`src/rtl/svga_vram_slot_arbiter.sv`:
```
// Time-slot arbiter for the single-port video RAM: display fetch owns phases 1-3,
// the CPU owns phases 5-7 and also phases 1-3 whenever the display is idle.
module svga_vram_slot_arbiter #(
    parameter int ADDR_W = 13,
    parameter int DATA_W = 8
) (
    input  logic              pixel_clock,
    input  logic              reset,
    input  logic              phase_sync,
    input  logic              fetch_en,
    input  logic [ADDR_W-1:0] fetch_addr,
    output logic [DATA_W-1:0] fetch_data,
    output logic              fetch_valid,
    input  logic              cpu_req,
    input  logic              cpu_we,
    input  logic [ADDR_W-1:0] cpu_addr,
    input  logic [DATA_W-1:0] cpu_wdata,
    output logic [DATA_W-1:0] cpu_rdata,
    output logic              cpu_ack,
    output logic [ADDR_W-1:0] vram_addr,
    output logic              vram_we,
    output logic [DATA_W-1:0] vram_wdata,
    input  logic [DATA_W-1:0] vram_rdata,
    output logic [2:0]        phase
);

    typedef enum logic [1:0] {
        ACC_NONE   = 2'd0,
        ACC_DISP   = 2'd1,
        ACC_CPU_RD = 2'd2,
        ACC_CPU_WR = 2'd3
    } access_t;

    logic [2:0]        phase_r;
    access_t           grant_s;
    access_t           stage0_r;
    access_t           stage1_r;
    logic [ADDR_W-1:0] vram_addr_r;
    logic              vram_we_r;
    logic [DATA_W-1:0] vram_wdata_r;
    logic [DATA_W-1:0] fetch_data_r;
    logic              fetch_valid_r;
    logic [DATA_W-1:0] cpu_rdata_r;
    logic              cpu_ack_r;

    // Window decision, only taken on the edges that end phase 0 and phase 4
    always_comb begin
        grant_s = ACC_NONE;
        if (phase_r == 3'd0) begin
            if (fetch_en) begin
                grant_s = ACC_DISP;
            end else if (cpu_req) begin
                grant_s = cpu_we ? ACC_CPU_WR : ACC_CPU_RD;
            end else begin
                grant_s = ACC_NONE;
            end
        end else if (phase_r == 3'd4) begin
            if (cpu_req) begin
                grant_s = cpu_we ? ACC_CPU_WR : ACC_CPU_RD;
            end else begin
                grant_s = ACC_NONE;
            end
        end else begin
            grant_s = ACC_NONE;
        end
    end

    // Slot phase counter; phase_sync realigns to the character boundary
    always_ff @(posedge pixel_clock or posedge reset) begin
        if (reset) begin
            phase_r <= 3'd0;
        end else if (phase_sync) begin
            phase_r <= 3'd0;
        end else begin
            phase_r <= phase_r + 3'd1;
        end
    end

    // RAM address port and access pipeline tracking (independent of phase)
    always_ff @(posedge pixel_clock or posedge reset) begin
        if (reset) begin
            stage0_r     <= ACC_NONE;
            stage1_r     <= ACC_NONE;
            vram_addr_r  <= '0;
            vram_we_r    <= 1'b0;
            vram_wdata_r <= '0;
        end else begin
            stage0_r  <= grant_s;
            stage1_r  <= stage0_r;
            vram_we_r <= (grant_s == ACC_CPU_WR);
            case (grant_s)
                ACC_DISP:   vram_addr_r <= fetch_addr;
                ACC_CPU_RD: vram_addr_r <= cpu_addr;
                ACC_CPU_WR: begin
                    vram_addr_r  <= cpu_addr;
                    vram_wdata_r <= cpu_wdata;
                end
                default:    vram_addr_r <= vram_addr_r;
            endcase
        end
    end

    // Capture of RAM read data at the end of the read cycle, plus strobes
    always_ff @(posedge pixel_clock or posedge reset) begin
        if (reset) begin
            fetch_data_r  <= '0;
            fetch_valid_r <= 1'b0;
            cpu_rdata_r   <= '0;
            cpu_ack_r     <= 1'b0;
        end else begin
            fetch_valid_r <= (stage1_r == ACC_DISP);
            cpu_ack_r     <= (stage1_r == ACC_CPU_RD) || (stage1_r == ACC_CPU_WR);
            if (stage1_r == ACC_DISP) begin
                fetch_data_r <= vram_rdata;
            end
            if (stage1_r == ACC_CPU_RD) begin
                cpu_rdata_r <= vram_rdata;
            end
        end
    end

    assign phase       = phase_r;
    assign vram_addr   = vram_addr_r;
    assign vram_we     = vram_we_r;
    assign vram_wdata  = vram_wdata_r;
    assign fetch_data  = fetch_data_r;
    assign fetch_valid = fetch_valid_r;
    assign cpu_rdata   = cpu_rdata_r;
    assign cpu_ack     = cpu_ack_r;

endmodule

```
`config.mk`:
```
export PLATFORM = sky130hd
export DESIGN_NAME = svga_vram_slot_arbiter
export DESIGN_NICKNAME = d
export VERILOG_FILES = /design/src/rtl/svga_vram_slot_arbiter.sv
export SDC_FILE = /design/constraint.sdc
export NUM_CORES = 1
export LEC_CHECK = 0
export BUFFER_PORTS_ARGS = -buffer_cell sky130_fd_sc_hd__buf_2
export CAP_MARGIN = 20
export CORE_MARGIN = 2
export CORE_UTILIZATION = 50
export CTS_CLUSTER_SIZE = 30
export DETAILED_ROUTE_END_ITERATION = 10
export HOLD_SLACK_MARGIN = 0.1
export PLACE_DENSITY = 0.85
export SETUP_SLACK_MARGIN = 0.4
export SYNTH_ARGS = -nofsm -noshare
export SYNTH_HDL_FRONTEND = slang
export SYNTH_SLANG_ARGS = --single-unit
```
`constraint.sdc`:
```
create_clock -name pixel_clock -period 4.2 [get_ports pixel_clock]
set_input_delay 0.21 -clock pixel_clock [delete_from_list [all_inputs] [get_ports pixel_clock]]
set_output_delay 0.21 -clock pixel_clock [all_outputs]
set_load 0.02 [all_outputs]
```
==> results.tsv <==
stage	metric	value	unit
run_status	status	completed	
synth	register area share after synthesis	0.589	
setup_path	CP Class	flop to flop	
floorplan	full die area	4520	um2
setup_path	signal arrival time at the worst endpoint	2.19	ns
synth	top post-synthesis cells by area	dfrtp_1 (59%), mux2_1 (7.9%), a22o_1 (5.7%)	
clock_network	TritonCTS clock tree	done	
clock_network	clock tree sinks	47	
global_routing	antenna violations before repair	0	
clock_network	CTS root buf	clkbuf_8	
timing	period utilisation layout	0.479	
power_and_ir_drop	switching power	0.443	mW
clock_network	post-cts resize count	0	
power_and_ir_drop	Net Sw Frac	0.342	
power_and_ir_drop	P_int	0.854	mW
power_and_ir_drop	clock network power share	0.219	
timing	skew final	0.00300	ns
global_routing	Overflow after GRT	0	
clock_network	CTS Buf Count	5	
clock_network	clk slew on worst S/H paths	0.09	ns
floorplan	core box area	3740	um2
clock_network	depth of the CTS H-tree	2	
detailed_routing	drt via density	5.09	
detailed_routing	DRT iter0 DRCs	66	
setup_path	CP max-delay cell	ha_1	
timing	Final Hold Fails	0	
global_routing	vias in the first global route	1471	
synth	Syn Area/Cell	12.9	um2
floorplan	die width	67.2	um
synth	Synth Flop Type	dfrtp_1	
power_and_ir_drop	Combinational Power Share	0.312	
timing	Peak Freq	497	MHz
power_and_ir_drop	worst vdd ir	0.000243	V
finish	non-filler cells, final	290	
synth	yosys warns	0	
detailed_routing	Antenna Nets Post-Route	0	
setup_path	worst path required time	4.38	ns
flow_run	MaxCap Viol Count	0	
detailed_routing	Pre-antenna DRT Iters	4	
finish	ratio of cells with drive above 1 in the final layout	0.463	
synth	share of Yosys cell area claimed by the top area cell type	0.589	
hold_path	Hold WC Path Type	input pin to asynchronous set/reset pin	
place	PortBufs	90	
setup_path	Worst setup SP type	flop	
detailed_routing	drc violations	0	
floorplan	die outline height	67.2	um
timing	crit path time final	2.01	ns
clock_network	worst-skew pair later-pin latency	0.29	ns
synth	FFs w/ async S/R, synth	1.00	
global_routing	pin count of the biggest net entering global routing	48	
power_and_ir_drop	total leakage power	1.30	nW
clock_network	Post-CTS Hold Fix Bufs	1	
detailed_routing	final wirelength	3920	um
timing	setup TNS	0	ns
timing	Max-Slew Margin vs Limit	0.376	
setup_path	crit path capture type	flop	
timing	final setup fails	0	
setup_path	crit-path cells	inv_1, ha_1, nand3_1, nor2_8, mux2_1	
floorplan	row cnt	22	
detailed_routing	DR vias	1477	
global_routing	global-route wire length before repair	6310	um
timing	RSZ-0062 raised after global routing	no	
detailed_routing	Routed WL per cell	13.5	um
power_and_ir_drop	power per cell area	511	nW/um2
synth	Commonest cells post-synth	dfrtp_1 (47), mux2_1 (14), nand2_1 (14)	
timing	slew of the pin with the lowest slew margin	0.934	ns
synth	syn_nets	205	
synth	Synth Cell Area	2000	um2
setup_path	Worst Path Max Fanout	17	
floorplan	Initial Util	0.533	
setup_path	largest stage delay on the critical path	0.55	ns
clock_network	Setup Fix Bufs, Post-CTS	0	
synth	cells after synthesis	155	
synth	Seq cells post-synth	47	
place	dpl cells	281	
place	GPL Wtd Cong	0.789	
timing	pins over their slew limit	0	
synth	top-count cell post-synth	dfrtp_1	
synth	Synth cell types	22	
power_and_ir_drop	sequential power share	0.469	
synth	Post-synth EDFFs	0	
clock_network	CTS max path bufs	2	
finish	Inserted Diodes	0	
place	HPWL after DPL	2920	um
floorplan	IO Pins	91	
finish	layout net count	291	
synth	cell taking the most area after synthesis	dfrtp_1	
global_routing	Total Routing Usage GR	0.190	
finish	Area Overhead vs Synth	27.2	%
cell type report:
type                    count  area (um2)
clock inverters             2        16.3
repair buffers             91         460
clock buffers               6        82.6
fillers                   278        1200
well taps                  48        60.1
multi-input cells          92         729
inverters                   4        15.0
flip-flops and latches     47        1180
metal layers:
metal / wire, um / part of all wire / GRT usage / vias up
met5: 0 / 0 / 0 / -
met4: 11 / 0.0028 / 0.0791 / 0
met3: 288 / 0.073 / 0.0450 / 2
met2: 1880 / 0.48 / 0.344 / 68
met1: 1740 / 0.44 / 0.214 / 701
li1: - / - / - / 706
flip-flops by register name, indices dropped and copies added (netlist names):
name and flops:
vram_wdata 8, stage0_r 2, vram_addr 13, stage1_r 2, fetch_valid 1, phase 3, cpu_ack 1, vram_we 1
cpu_rdata 8, fetch_data 8
cells in the final DEF (no fill, tap or decap):
master / Yosys / final
nand3b_1: 13 / 13
inv_1: 4 / 3
buf_2: 4 / 90
nor2b_4: 1 / 1
o21ai_0: 13 / 13
dlygate4sd3_1: 0 / 1
nand2_1: 14 / 14
mux2_1: 14 / 14
nor2b_1: 3 / 3
a22o_1: 13 / 13
nor2_8: 1 / 1
nand3_1: 1 / 1
mux2_2: 10 / 10
clkinvlp_4: 0 / 1
nand2b_1: 1 / 1
nor2_1: 3 / 3
a21oi_1: 1 / 1
o21ai_4: 1 / 1
dfrtp_1: 47 / 47
xnor2_1: 1 / 1
clkinv_4: 0 / 1
ha_1: 2 / 2
clkbuf_8: 0 / 6
inv_2: 0 / 1
worst max-delay path, delay by kind of cell (launching register included):
family | cells | cell delay [ns]
adders and majority gates | 1 | 0.55
buffers and inverters | 1 | 0.07
DFF | 1 | 0.42
muxes | 1 | 0.34
and+or+nand+nor | 2 | 0.52
final timing paths:
check / to / cells past startpoint / startpoint / slack [ns]
worst max register to register: vram_wdata[2] / 5 / phase[0] / 2.19
worst min-delay path: fetch_data[5] / 2 / reset / 0.12
min in group pixel_clock: vram_wdata[4] / 2 / cpu_wdata[4] / 0.13
worst min register to register: stage1_r[0] / 0 / stage0_r[0] / 0.35
worst max-delay path: vram_wdata[2] / 5 / phase[0] / 2.19
max in group asynchronous: vram_addr[5] / 2 / reset / 3.50
power by group through the flow:
| stage | Combinational (mW) | Clock (mW) | Sequential [mW] |
|---|---|---|---|
| 6_report | 0.405 | 0.284 | 0.608 |
| 5_1_grt | 0.438 | 0.314 | 0.620 |
| 4_1_cts | 0.411 | 0.294 | 0.608 |
| 3_5_place_dp | 0.411 | 0 | 0.616 |
| 3_3_place_gp | 0.401 | 0 | 0.614 |
| 2_1_floorplan | 0.138 | 0 | 0.740 |
stage by stage:
stage / cell area [um2] / util / total power, mW / hold slack, ns / setup WS, ns
2_1_floorplan: 2000 / - / 0.878 / 0.271 / 2.59
3_3_place_gp: 2430 / 0.649 / 1.01 / 0.333 / 2.25
3_5_place_dp: 2430 / 0.649 / 1.03 / 0.336 / 2.18
4_1_cts: 2540 / 0.678 / 1.31 / 0.115 / 2.17
5_1_grt: 2540 / 0.678 / 1.37 / 0.111 / 2.02
6_report: 2540 / 0.678 / 1.30 / 0.119 / 2.19
cell families (layout without fill, tap and decap cells):
group                    after synthesis  count (layout)  share of synthesized area
flip-flops                            47              47                      0.589
AND/OR/NAND/NOR                       37              37                      0.113
AO/OA/AOI/OAI                         28              28                      0.100
multiplexers                          24              24                      0.135
buffers and inverters                 16             103                     0.0457
adder cells (fa/ha/maj)                2               2                     0.0125
XOR/XNOR                               1               1                    0.00439
Note: power is estimated with default switching activity, not from simulation.
